--- src/rtl/wave_rom_arbiter_if.sv ---
// wave_rom_arbiter_if: channel request/grant, ROM port B and tagged read-return bundle
interface wave_rom_arbiter_if #(
   parameter int NCH = 8,
   parameter int AW  = 17,
   parameter int DW  = 8
);
   logic [NCH-1:0]    ch_req;
   logic [NCH*AW-1:0] ch_addr;
   logic [NCH-1:0]    ch_gnt;
   logic [AW-1:0]     rom_addr;
   logic [DW-1:0]     rom_q;
   logic              rd_valid;
   logic [2:0]        rd_chan;
   logic [DW-1:0]     rd_data;

   modport master (
      output ch_req, ch_addr, rom_q,
      input  ch_gnt, rom_addr, rd_valid, rd_chan, rd_data
   );

   modport slave (
      input  ch_req, ch_addr, rom_q,
      output ch_gnt, rom_addr, rd_valid, rd_chan, rd_data
   );
endinterface

--- src/rtl/wave_rom_arbiter.sv ---
// wave_rom_arbiter: round-robin sharing of the wave ROM read port between DMA sound channels
module wave_rom_arbiter #(
   parameter int NCH = 8,
   parameter int AW  = 17,
   parameter int DW  = 8
) (
   input  logic              clk_sys,
   input  logic              reset,
   input  logic              ioctl_download,
   wave_rom_arbiter_if.slave bus
);
   logic [2:0]       rr_ptr_q, rr_ptr_d;
   logic             lock_q, lock_d;
   logic             issue_v_q, issue_v_d;
   logic [2:0]       issue_ch_q, issue_ch_d;
   logic             rd_valid_q, rd_valid_d;
   logic [2:0]       rd_chan_q, rd_chan_d;
   logic [NCH-1:0]   gnt_q, gnt_d;
   logic [AW-1:0]    rom_addr_q, rom_addr_d;
   logic [NCH-1:0]   elig;
   logic [2*NCH-1:0] rot;
   logic [2:0]       off;
   logic [3:0]       sum;
   logic             win_v;
   logic [2:0]       win;
   logic [AW-1:0]    win_addr;
   logic             arb_en;
   logic [DW-1:0]    rd_data_w;

   // first eligible channel at or after rr_ptr; doubling the mask makes the wrap fall at NCH
   always_comb begin
      elig = bus.ch_req & ~gnt_q;
      rot = {elig, elig} >> rr_ptr_q;
      win_v = 1'b0;
      off = 3'd0;
      for (int k = NCH - 1; k >= 0; k--) begin
         if (rot[k]) begin
            win_v = 1'b1;
            off = 3'(k);
         end
      end
      sum = {1'b0, rr_ptr_q} + {1'b0, off};
      win = (sum >= 4'(NCH)) ? 3'(sum - 4'(NCH)) : sum[2:0];
   end

   // address of the winning channel
   always_comb begin
      win_addr = '0;
      for (int k = 0; k < NCH; k++) begin
         if (win == 3'(k)) win_addr = bus.ch_addr[k*AW +: AW];
      end
   end

   // grant/issue decision; lock mirrors the loader one cycle late so the edge after it drops stays idle
   always_comb begin
      lock_d = ioctl_download;
      arb_en = !ioctl_download && !lock_q;
      gnt_d = (arb_en && win_v) ? (NCH'(1) << win) : '0;
      issue_v_d = arb_en && win_v;
      issue_ch_d = (arb_en && win_v) ? win : issue_ch_q;
      rom_addr_d = (arb_en && win_v) ? win_addr : rom_addr_q;
      rr_ptr_d = !(arb_en && win_v) ? rr_ptr_q : (win == 3'(NCH - 1)) ? 3'd0 : win + 3'd1;
      rd_valid_d = issue_v_q;
      rd_chan_d = issue_ch_q;
   end

   // state registers; reset drops any read still in flight
   always_ff @(posedge clk_sys or posedge reset) begin
      if (reset) begin
         rr_ptr_q   <= '0;
         lock_q     <= 1'b0;
         issue_v_q  <= 1'b0;
         issue_ch_q <= '0;
         rd_valid_q <= 1'b0;
         rd_chan_q  <= '0;
         gnt_q      <= '0;
         rom_addr_q <= '0;
      end else begin
         rr_ptr_q   <= rr_ptr_d;
         lock_q     <= lock_d;
         issue_v_q  <= issue_v_d;
         issue_ch_q <= issue_ch_d;
         rd_valid_q <= rd_valid_d;
         rd_chan_q  <= rd_chan_d;
         gnt_q      <= gnt_d;
         rom_addr_q <= rom_addr_d;
      end
   end

   assign rd_data_w    = bus.rom_q;
   assign bus.rd_data  = rd_data_w;
   assign bus.ch_gnt   = gnt_q;
   assign bus.rom_addr = rom_addr_q;
   assign bus.rd_valid = rd_valid_q;
   assign bus.rd_chan  = rd_chan_q;
endmodule
--- src/flat_wrapper.sv ---
// flat-port wrapper written by rule: the top's interface ports become plain ports
module wave_rom_arbiter_flat 
#(
   parameter int NCH = 8,
   parameter int AW  = 17,
   parameter int DW  = 8
)
  (clk_sys, reset, ioctl_download, bus_ch_req, bus_ch_addr, bus_rom_q, bus_ch_gnt, bus_rom_addr, bus_rd_valid, bus_rd_chan, bus_rd_data);
  wave_rom_arbiter_if #(.NCH(NCH), .AW(AW), .DW(DW)) bus_i ();
  input  logic clk_sys;
  input  logic reset;
  input  logic ioctl_download;
  input wire logic [$bits(bus_i.ch_req)-1:0] bus_ch_req;
  input wire logic [$bits(bus_i.ch_addr)-1:0] bus_ch_addr;
  input wire logic [$bits(bus_i.rom_q)-1:0] bus_rom_q;
  output wire logic [$bits(bus_i.ch_gnt)-1:0] bus_ch_gnt;
  output wire logic [$bits(bus_i.rom_addr)-1:0] bus_rom_addr;
  output wire logic [$bits(bus_i.rd_valid)-1:0] bus_rd_valid;
  output wire logic [$bits(bus_i.rd_chan)-1:0] bus_rd_chan;
  output wire logic [$bits(bus_i.rd_data)-1:0] bus_rd_data;
  assign bus_i.ch_req = bus_ch_req;
  assign bus_i.ch_addr = bus_ch_addr;
  assign bus_i.rom_q = bus_rom_q;
  assign bus_ch_gnt = bus_i.ch_gnt;
  assign bus_rom_addr = bus_i.rom_addr;
  assign bus_rd_valid = bus_i.rd_valid;
  assign bus_rd_chan = bus_i.rd_chan;
  assign bus_rd_data = bus_i.rd_data;
  wave_rom_arbiter #(.NCH(NCH), .AW(AW), .DW(DW)) u_core (.clk_sys(clk_sys), .reset(reset), .ioctl_download(ioctl_download), .bus(bus_i));
endmodule
--- config.mk ---
export PLATFORM = sky130hd
export DESIGN_NAME = wave_rom_arbiter_flat
export DESIGN_NICKNAME = d
export VERILOG_FILES = /design/src/rtl/wave_rom_arbiter_if.sv /design/src/rtl/wave_rom_arbiter.sv /design/src/flat_wrapper.sv
export SDC_FILE = /design/constraint.sdc
export NUM_CORES = 1
export LEC_CHECK = 0
export BUFFER_PORTS_ARGS = -buffer_cell sky130_fd_sc_hd__buf_4
export CAP_MARGIN = 20
export CORE_MARGIN = 3
export CORE_UTILIZATION = 48
export CTS_CLUSTER_SIZE = 30
export DETAILED_ROUTE_END_ITERATION = 10
export GPL_TIMING_DRIVEN = 0
export PLACE_DENSITY = 0.95
export SLEW_MARGIN = 20
export SYNTH_ARGS = -nofsm -noshare
export SYNTH_HDL_FRONTEND = slang
export SYNTH_SLANG_ARGS = --single-unit
--- constraint.sdc ---
create_clock -name clk_sys -period 8.63 [get_ports clk_sys]
set_clock_uncertainty 0.1 [all_clocks]
set_input_delay 0.4315 -clock clk_sys [delete_from_list [all_inputs] [get_ports clk_sys]]
set_output_delay 0.4315 -clock clk_sys [all_outputs]
set_load 0.02 [all_outputs]
==> results.cfg, run 1 <==
[min_path]
hold_class = in2reg
hold_path_startpoint = ioctl_download

[clocking]
clk_transition_reported_paths_ps = 70
htree_num_levels = 2
root_buffer = clkbuf_8
holdBufCountCts = 0
cts_tree = yes
cts_buffers = 5
post_cts_buffers = 0
cts_resized = 0
cts_sinks = 37
clkLatencyLatePin_ps = 290
clock_path_buffers = 2

[timing]
worstMarginPinSlew_ps = 945
period_needed_ps = 5730
slew_violations = 0
timing.final.ws_setup_ps = 2900
rsz0062_at_grt = no
finalCritPeriodShare = 0.663
hold_violations = 0
slew_headroom = 0.360
finalSetupViolations = 0
fin_tns_setup_ps = 0
max_freq_mhz = 175

[global_route]
grt-ovfl-total = 0
grt_max_degree = 38
antenna_found_initial = 0
grt_pass1_wl_mm = 18.3
grt_usage = 0.304
grt_pass1_vias = 3932

[final_layout]
diodes = 0
final_util = 0.740
final_cells = 640
fin_nets = 725
final_common_cell = buf_4
nFillCells = 495
drive_gt1_frac = 0.405
areaGrowthSynthToFinish_pct = 48.5
layout_common_cells = 191 x buf_4, 37 x nor2_1, 37 x dfrtp_1, 24 x clkbuf_1, 22 x nor2b_1

[worst_setup_path]
critical_path_class = reg2reg
cp-end-kind = register
slowest_stage = or4_1
cp_max_fo = 10
crit_arrival_ps = 5810
cp_cell_sequence = buf_2 > and4b_1 > or4_1 > mux2_2 > a221oi_1 > nor3_1 > o221a_2 > o21ba_2 > ha_1 > fa_1 > xor2_1 > nand3_1 > nand2_2 > clkbuf_1 > ha_1 > buf_1 > clkbuf_1 > nand2_1 > o311a_1 > o31ai_1
slowest_delay_ps = 570
crit_start = u_core.rr_ptr_q[0]
cp-start-kind = register
worstPathRequired_ps = 8720
reg2reg_from = u_core.rr_ptr_q[0]

[die]
die_area_mm2 = 0.00768
die_w_um = 87.7
die_h_um = 87.7
coreArea_mm2 = 0.00642
io_pins = 192
initial_utilization = 0.498
rows = 29

[yosys]
ys_types = 53
synth.avg_cell_area_um2 = 8.60
synth_compound_area_frac = 0.330
netlist_area_mm2 = 0.00320
async_flop_share = 1.00
ys_ff_latch = 37
synthXorXnorAreaFrac = 0.00274
synth_top_area_cell = dfrtp_1
syn_nets = 535
synth_top_area_share = 0.289
synth_simple_gate_area_frac = 0.222
synth_top_family_by_area = compound AO/OA/AOI/OAI gates
synth_fa_ha_area_frac = 0.0336
synth-edff-count = 0
synth_flop_cell = dfrtp_1
synthCells = 372
ys_seq_area_frac = 0.289
ys_warn_count = 0
netlist_top_cells_area = dfrtp_1 29%, o311a_1 5.3%, nor2_1 4.3%, nor2b_1 4.3%, a211oi_1 4.0%
synth.area.mux_share = 0.0450

[routing]
drt_wl_total_mm = 12.1
dr.first_iter.drc_count = 232
ant_nets = 0
routedWlPerCell_um = 18.9
firstDrtPassIters = 5
vias = 3866
via_per_inst = 6.04
drc = 0

[run]
maxCapViolCount = 0

[place]
dp_cells = 632
port_buffers = 183
preCtsSetupSlack_ps = 2990
gp_congestion = 0.978
place_hpwl_mm = 9.99

[status]
status = finished clean
path summary, 6_finish.rpt:
kind | end | slack (ps) | depth (start not counted)
worst max-delay path | u_core.bus.rom_addr[5] | 2900 | 20
worst min-delay path | u_core.lock_q | 170 | 1
worst max register to register | u_core.bus.rom_addr[5] | 2900 | 20
worst min register to register | u_core.bus.rd_valid | 250 | 0
max in group asynchronous | u_core.bus.ch_gnt[3] | 7770 | 2
min in group asynchronous | u_core.bus.rd_chan[0] | 180 | 2
registers in the layout, summed over array words and instances, names as in the netlist:
signal / count
u_core.bus.rd_valid: 1
u_core.issue_v_q: 1
u_core.lock_q: 1
u_core.bus.ch_gnt: 8
u_core.bus.rd_chan: 3
u_core.bus.rom_addr: 17
u_core.issue_ch_q: 3
u_core.rr_ptr_q: 3
per-stage QoR:
stage / instance area (um^2) / hold slack [ps]
2_1_floorplan: 3200 / 231
5_1_grt: 4750 / 159
3_5_place_dp: 4670 / 235
3_3_place_gp: 4670 / 234
4_1_cts: 4750 / 164
6_report: 4750 / 171
cell families after synthesis:
kind of cell    count (synthesis)
buf+inv                        51
fa+ha+maj                       8
compound gates                140
mux                            10
xor+xnor                        1
simple gates                  125
flops                          37
routing by layer:
layer | global-route usage | part of all wire | vias to the layer above
met5 | 0 | 0 | -
met4 | 0.142 | 0.042 | 0
met3 | 0.0536 | 0.072 | 48
met2 | 0.562 | 0.52 | 220
met1 | 0.334 | 0.36 | 1780
li1 | - | - | 1818
cell usage after synthesis, types with 3 or more instances:
cell type / count
a211oi_1: 17
a21oi_1: 19
a22oi_1: 17
a31oi_1: 17
a41oi_1: 3
and3_1: 7
and4b_1: 3
buf_2: 10
buf_4: 8
clkbuf_1: 23
dfrtp_1: 37
ha_1: 7
inv_1: 3
mux2_2: 5
mux4_2: 3
nand2_1: 21
nand2b_1: 9
nor2_1: 37
nor2b_1: 22
nor4b_1: 3
nor4bb_1: 6
o22ai_1: 17
o311a_1: 17
o31ai_1: 17
or4bb_1: 3
final cells by class:
type                       instances  area [um^2]  area share
sequential                        37          926       0.195
inverter                           6         22.5     0.00474
timing repair buffer             183         1370       0.289
clock inverter                     2         10.0     0.00211
multi-input combinational        284         2030       0.426
clock buffer                       6         72.6      0.0153
tap                               77         96.3      0.0203
buffer                            45          226      0.0476
worst max-delay path, delay by kind of cell, from the launching register on:
family | cells | cell delay (ps)
DFF | 1 | 440
and+or+nand+nor | 6 | 1280
adders and majority gates | 3 | 890
muxes | 1 | 290
xor gates and xnor gates | 1 | 200
AOI/OAI and AO/OA | 5 | 1100
buffers and inverters | 4 | 1300
Power of run 1 is left out: the tool's default activity adds up to more than one toggle a clock period on the data nets, which glitch-free logic cannot reach.
==> inputs of run 2 (changes only) <==
Settings changed: CORE_UTILIZATION 48 to 40, PLACE_DENSITY 0.95 to 0.89.
Clock period 8.63 ns to 5.1 ns, I/O delays scaled along.
==> results.cfg, run 2 (synthesis results as in run 1) <==
[status]
status = finished, violations left
violations = hold timing

[timing]
finalSetupViolations = 0
slew_violations = 0
hold_ws_ps = -5.27
max_freq_mhz = 205
period_needed_ps = 4870
slew_headroom = 0.504
hold_violations = 6
worstMarginPinSlew_ps = 743
finalCritPeriodShare = 0.954

[worst_setup_path]
slowest_stage = fa_2
critical_path_class = reg2reg
reg2regPathDepth = 15
cp_cell_sequence = clkbuf_4 > and4b_1 > or4_4 > mux2_2 > a221oi_2 > nor3_1 > o221a_2 > o21ba_2 > ha_1 > fa_2 > ha_1 > clkbuf_2 > a21oi_1 > o311a_1 > o31ai_1
rrSetupSlack_ps = 230
worstPathRequired_ps = 5180
cp-start-kind = register
crit_end = u_core.bus.rom_addr[13]
r2r-end = u_core.bus.rom_addr[13]
crit_start = u_core.rr_ptr_q[2]
reg2reg_from = u_core.rr_ptr_q[2]
worst_path_most_repeated_cell = ha_1
slowest_delay_ps = 630
cp_max_fo = 10
crit_arrival_ps = 4950
cp-end-kind = register

[routing]
drt_wl_total_mm = 12.7
dr.first_iter.drc_count = 250
vias = 3946
firstDrtPassIters = 5
via_per_inst = 5.94
drc = 0
routedWlPerCell_um = 19.1
ant_nets = 0

[clocking]
htree_num_levels = 2
root_buffer = clkbuf_8
cts_buffers = 5
cts_sinks = 37
cts_tree = yes
clk_transition_reported_paths_ps = 70
clkLatencyLatePin_ps = 290
clock_path_buffers = 2

[final_layout]
drive_gt1_frac = 0.464
largest_reg_flops = 17
diodes = 0
final_util = 0.661
layout_common_cells = 197 x buf_4, 37 x nor2_1, 35 x dfrtp_1, 21 x nor2b_1, 20 x nand2_1
final_area_mm2 = 0.00495
final_common_cell = buf_4
areaGrowthSynthToFinish_pct = 54.6
fin_nets = 727

[die]
die_area_mm2 = 0.00911
die_h_um = 95.5
initial_utilization = 0.428
io_pins = 192
rows = 31
coreArea_mm2 = 0.00749
die_w_um = 95.5

[global_route]
globalRouteMet3Util = 0.0545
grt_max_degree = 38
grt-ovfl-total = 0
grt_use_met1 = 0.311
grt_usage = 0.272
grt.busiest_layer = met2
grt.met2_usage = 0.488
antenna_found_initial = 0
grt_pass1_wl_mm = 19.2
grt_pass1_vias = 4017

[place]
port_buffers = 183
gp_congestion = 0.903
place_hpwl_mm = 10.2
postPlaceCellArea_mm2 = 0.00470

[run]
maxCapViolCount = 0

[min_path]
hold_class = in2async
[run 2: critical path, delay by kind of cell (launching register included)]
kind            cells  cell delay, ps
fa+ha+maj           3            1260
simple gates        3             780
compound gates      6            1400
mux                 1             290
flops               1             440
buf+inv             2             500
[run 2: worst min-delay path by stage]
stage / cells after the start / slack, ps / to
3_3_place_gp: 0 / 240 / u_core.bus.rd_valid
4_1_cts: 2 / 30 / u_core.bus.rom_addr[16]
6_report: 2 / -5 / u_core.bus.rom_addr[16]
3_5_place_dp: 0 / 230 / u_core.bus.rd_valid
2_1_floorplan: 0 / 190 / u_core.lock_q
5_1_grt: 2 / 70 / u_core.bus.rom_addr[14]
[run 2: final cells by class]
class | instances | area (um^2)
Timing Repair Buffer | 188 | 1410
Buffer | 42 | 253
Clock buffer | 8 | 80.1
Sequential cell | 37 | 928
Fill cell | 619 | 2540
Tap cell | 99 | 124
Multi-Input combinational cell | 284 | 2120
Inverter | 6 | 25.0
[run 2: through the flow]
step	setup WS (ps)	cells	TNS, ps
after floorplan	223	372	0
after global placement	-425	654	-6650
after detailed placement	-539	654	-7700
after CTS	15.2	662	0
after global routing	-6.71	664	-6.71
final	234	664	0
[run 2: layer usage]
| metal | routed length [um] | vias to the layer above |
|---|---|---|
| met4 | 383 | 0 |
| met1 | 4620 | 1890 |
| li1 | - | 1820 |
| met2 | 6620 | 203 |
| met3 | 1040 | 33 |
| met5 | 0 | - |
[run 2: repair_timing]
action,CTS,global route
endpoints found under the setup margin,18,20
pin swaps,1,3
hold endpoints to repair,1,0
buffers inserted,0,4
hold buffers,1,0
gates resized for setup,21,30
Power of run 2 is left out for the same reason.
==> inputs of run 3 (changes only) <==
Settings changed: PLACE_DENSITY 0.89 to unset, PLACE_DENSITY_LB_ADDON set to 0.3.
==> results.cfg, run 3 (synthesis results as in run 1) <==
[final_layout]
fin_nets = 728
final_area_mm2 = 0.00497
layout_common_cells = 195 x buf_4, 37 x nor2_1, 35 x dfrtp_1, 21 x nor2b_1, 20 x nand2_1
drive_gt1_frac = 0.472
largest_reg_flops = 17
diodes = 0
final_common_cell = buf_4
final_cells = 665
areaGrowthSynthToFinish_pct = 55.2
final_util = 0.663

[die]
rows = 31
io_pins = 192
die_area_mm2 = 0.00911
die_h_um = 95.5
initial_utilization = 0.428
coreArea_mm2 = 0.00749
die_w_um = 95.5

[worst_setup_path]
crit_end = u_core.bus.rom_addr[8]
cp-start-kind = register
reg2reg_from = u_core.rr_ptr_q[0]
reg2regPathDepth = 17
cp_max_fo = 10
cp-end-kind = register
rrSetupSlack_ps = 210
critical_path_class = reg2reg
crit_start = u_core.rr_ptr_q[0]
crit_arrival_ps = 4940
r2r-end = u_core.bus.rom_addr[8]
worstPathRequired_ps = 5150

[clocking]
clock_path_buffers = 2
root_buffer = clkbuf_8
cts_buffers = 5
clkLatencyLatePin_ps = 280
clk_transition_reported_paths_ps = 70
cts_tree = yes
cts_sinks = 37
htree_num_levels = 2

[routing]
firstDrtPassIters = 4
ant_nets = 0
dr.first_iter.drc_count = 173
routedWlPerCell_um = 17.9
via_per_inst = 5.65
drt_wl_total_mm = 11.9
drc = 0
vias = 3758

[timing]
hold_violations = 0
worstMarginPinSlew_ps = 727
max_freq_mhz = 204
period_needed_ps = 4890
slew_violations = 0
slew_headroom = 0.515
finalCritPeriodShare = 0.959
finalSetupViolations = 0

[place]
port_buffers = 183
place_hpwl_mm = 9.86
dp_cells = 654
gp_congestion = 0.976
postPlaceCellArea_mm2 = 0.00470

[global_route]
grt_usage = 0.254
grt_pass1_wl_mm = 18.2
grt_max_degree = 38
antenna_found_initial = 0
grt_pass1_vias = 3846
grt-ovfl-total = 0

[min_path]
hold_class = in2async

[status]
status = finished clean

[run]
maxCapViolCount = 0
run 3: cell types whose count changed in the layout (fill, tap and decap cells not counted), sizes merged:
cell and change:
clkbuf -1, clkinv +1, clkinvlp +1
run 3: timing repair:
action	CTS	global route
gates resized for setup	16	38
setup endpoints to repair	18	18
endpoints found under the hold margin	1	0
hold buffers	1	0
setup buffers	0	4
pin swaps	1	2
run 3: final cells by class:
cell class | instances | area [um^2]
buffer | 43 | 253
clock buffer | 6 | 72.6
clock inverter | 2 | 10.0
fill | 630 | 2520
inverter | 6 | 26.3
multi-input combinational | 284 | 2140
sequential | 37 | 928
tap | 99 | 124
timing repair buffer | 188 | 1410
run 3: worst max-delay path, stage by stage (launching register included):
cell and delay [ps]:
dfrtp_2 440, buf_2 180, and4b_1 200, or4_4 530, mux2_2 290, a221oi_2 210
nor3_1 70, o221a_2 240, o21ba_2 190, ha_1 210, fa_2 580, ha_1 170
clkbuf_1 340, clkbuf_2 320, clkbuf_2 270, nor2_1 80, a211oi_1 260, o31ai_2 100
run 3: routing by layer:
layer | wire, um | share of wire | track usage | up-vias
met1 | 4290 | 0.36 | 0.286 | 1778
met2 | 6550 | 0.55 | 0.485 | 143
met5 | 0 | 0 | 0 | -
li1 | - | - | - | 1817
met4 | 255 | 0.021 | 0.0758 | 0
met3 | 808 | 0.068 | 0.0410 | 20
run 3: how the worst min path moves through the flow:
stage	depth (start not counted)	to	from	slack [ps]
floorplan	0	u_core.lock_q	ioctl_download	190
global placement	0	u_core.bus.rd_valid	u_core.issue_v_q	240
detailed placement	0	u_core.bus.rd_valid	u_core.issue_v_q	240
CTS	2	u_core.bus.rom_addr[13]	reset	20
global route	2	u_core.bus.rd_chan[0]	reset	80
finish	2	u_core.bus.rd_chan[0]	reset	6
run 3: stage by stage:
step / setup slack, ps / hold WS [ps] / TNS (ps)
after floorplan: 223 / 186 / 0
after global placement: -372 / 237 / -5760
after detailed placement: -517 / 237 / -7810
after CTS: 15.2 / 24.4 / 0
after global routing: -29.3 / 84.7 / -41.2
final: 209 / 5.92 / 0
Power of run 3 is left out for the same reason.
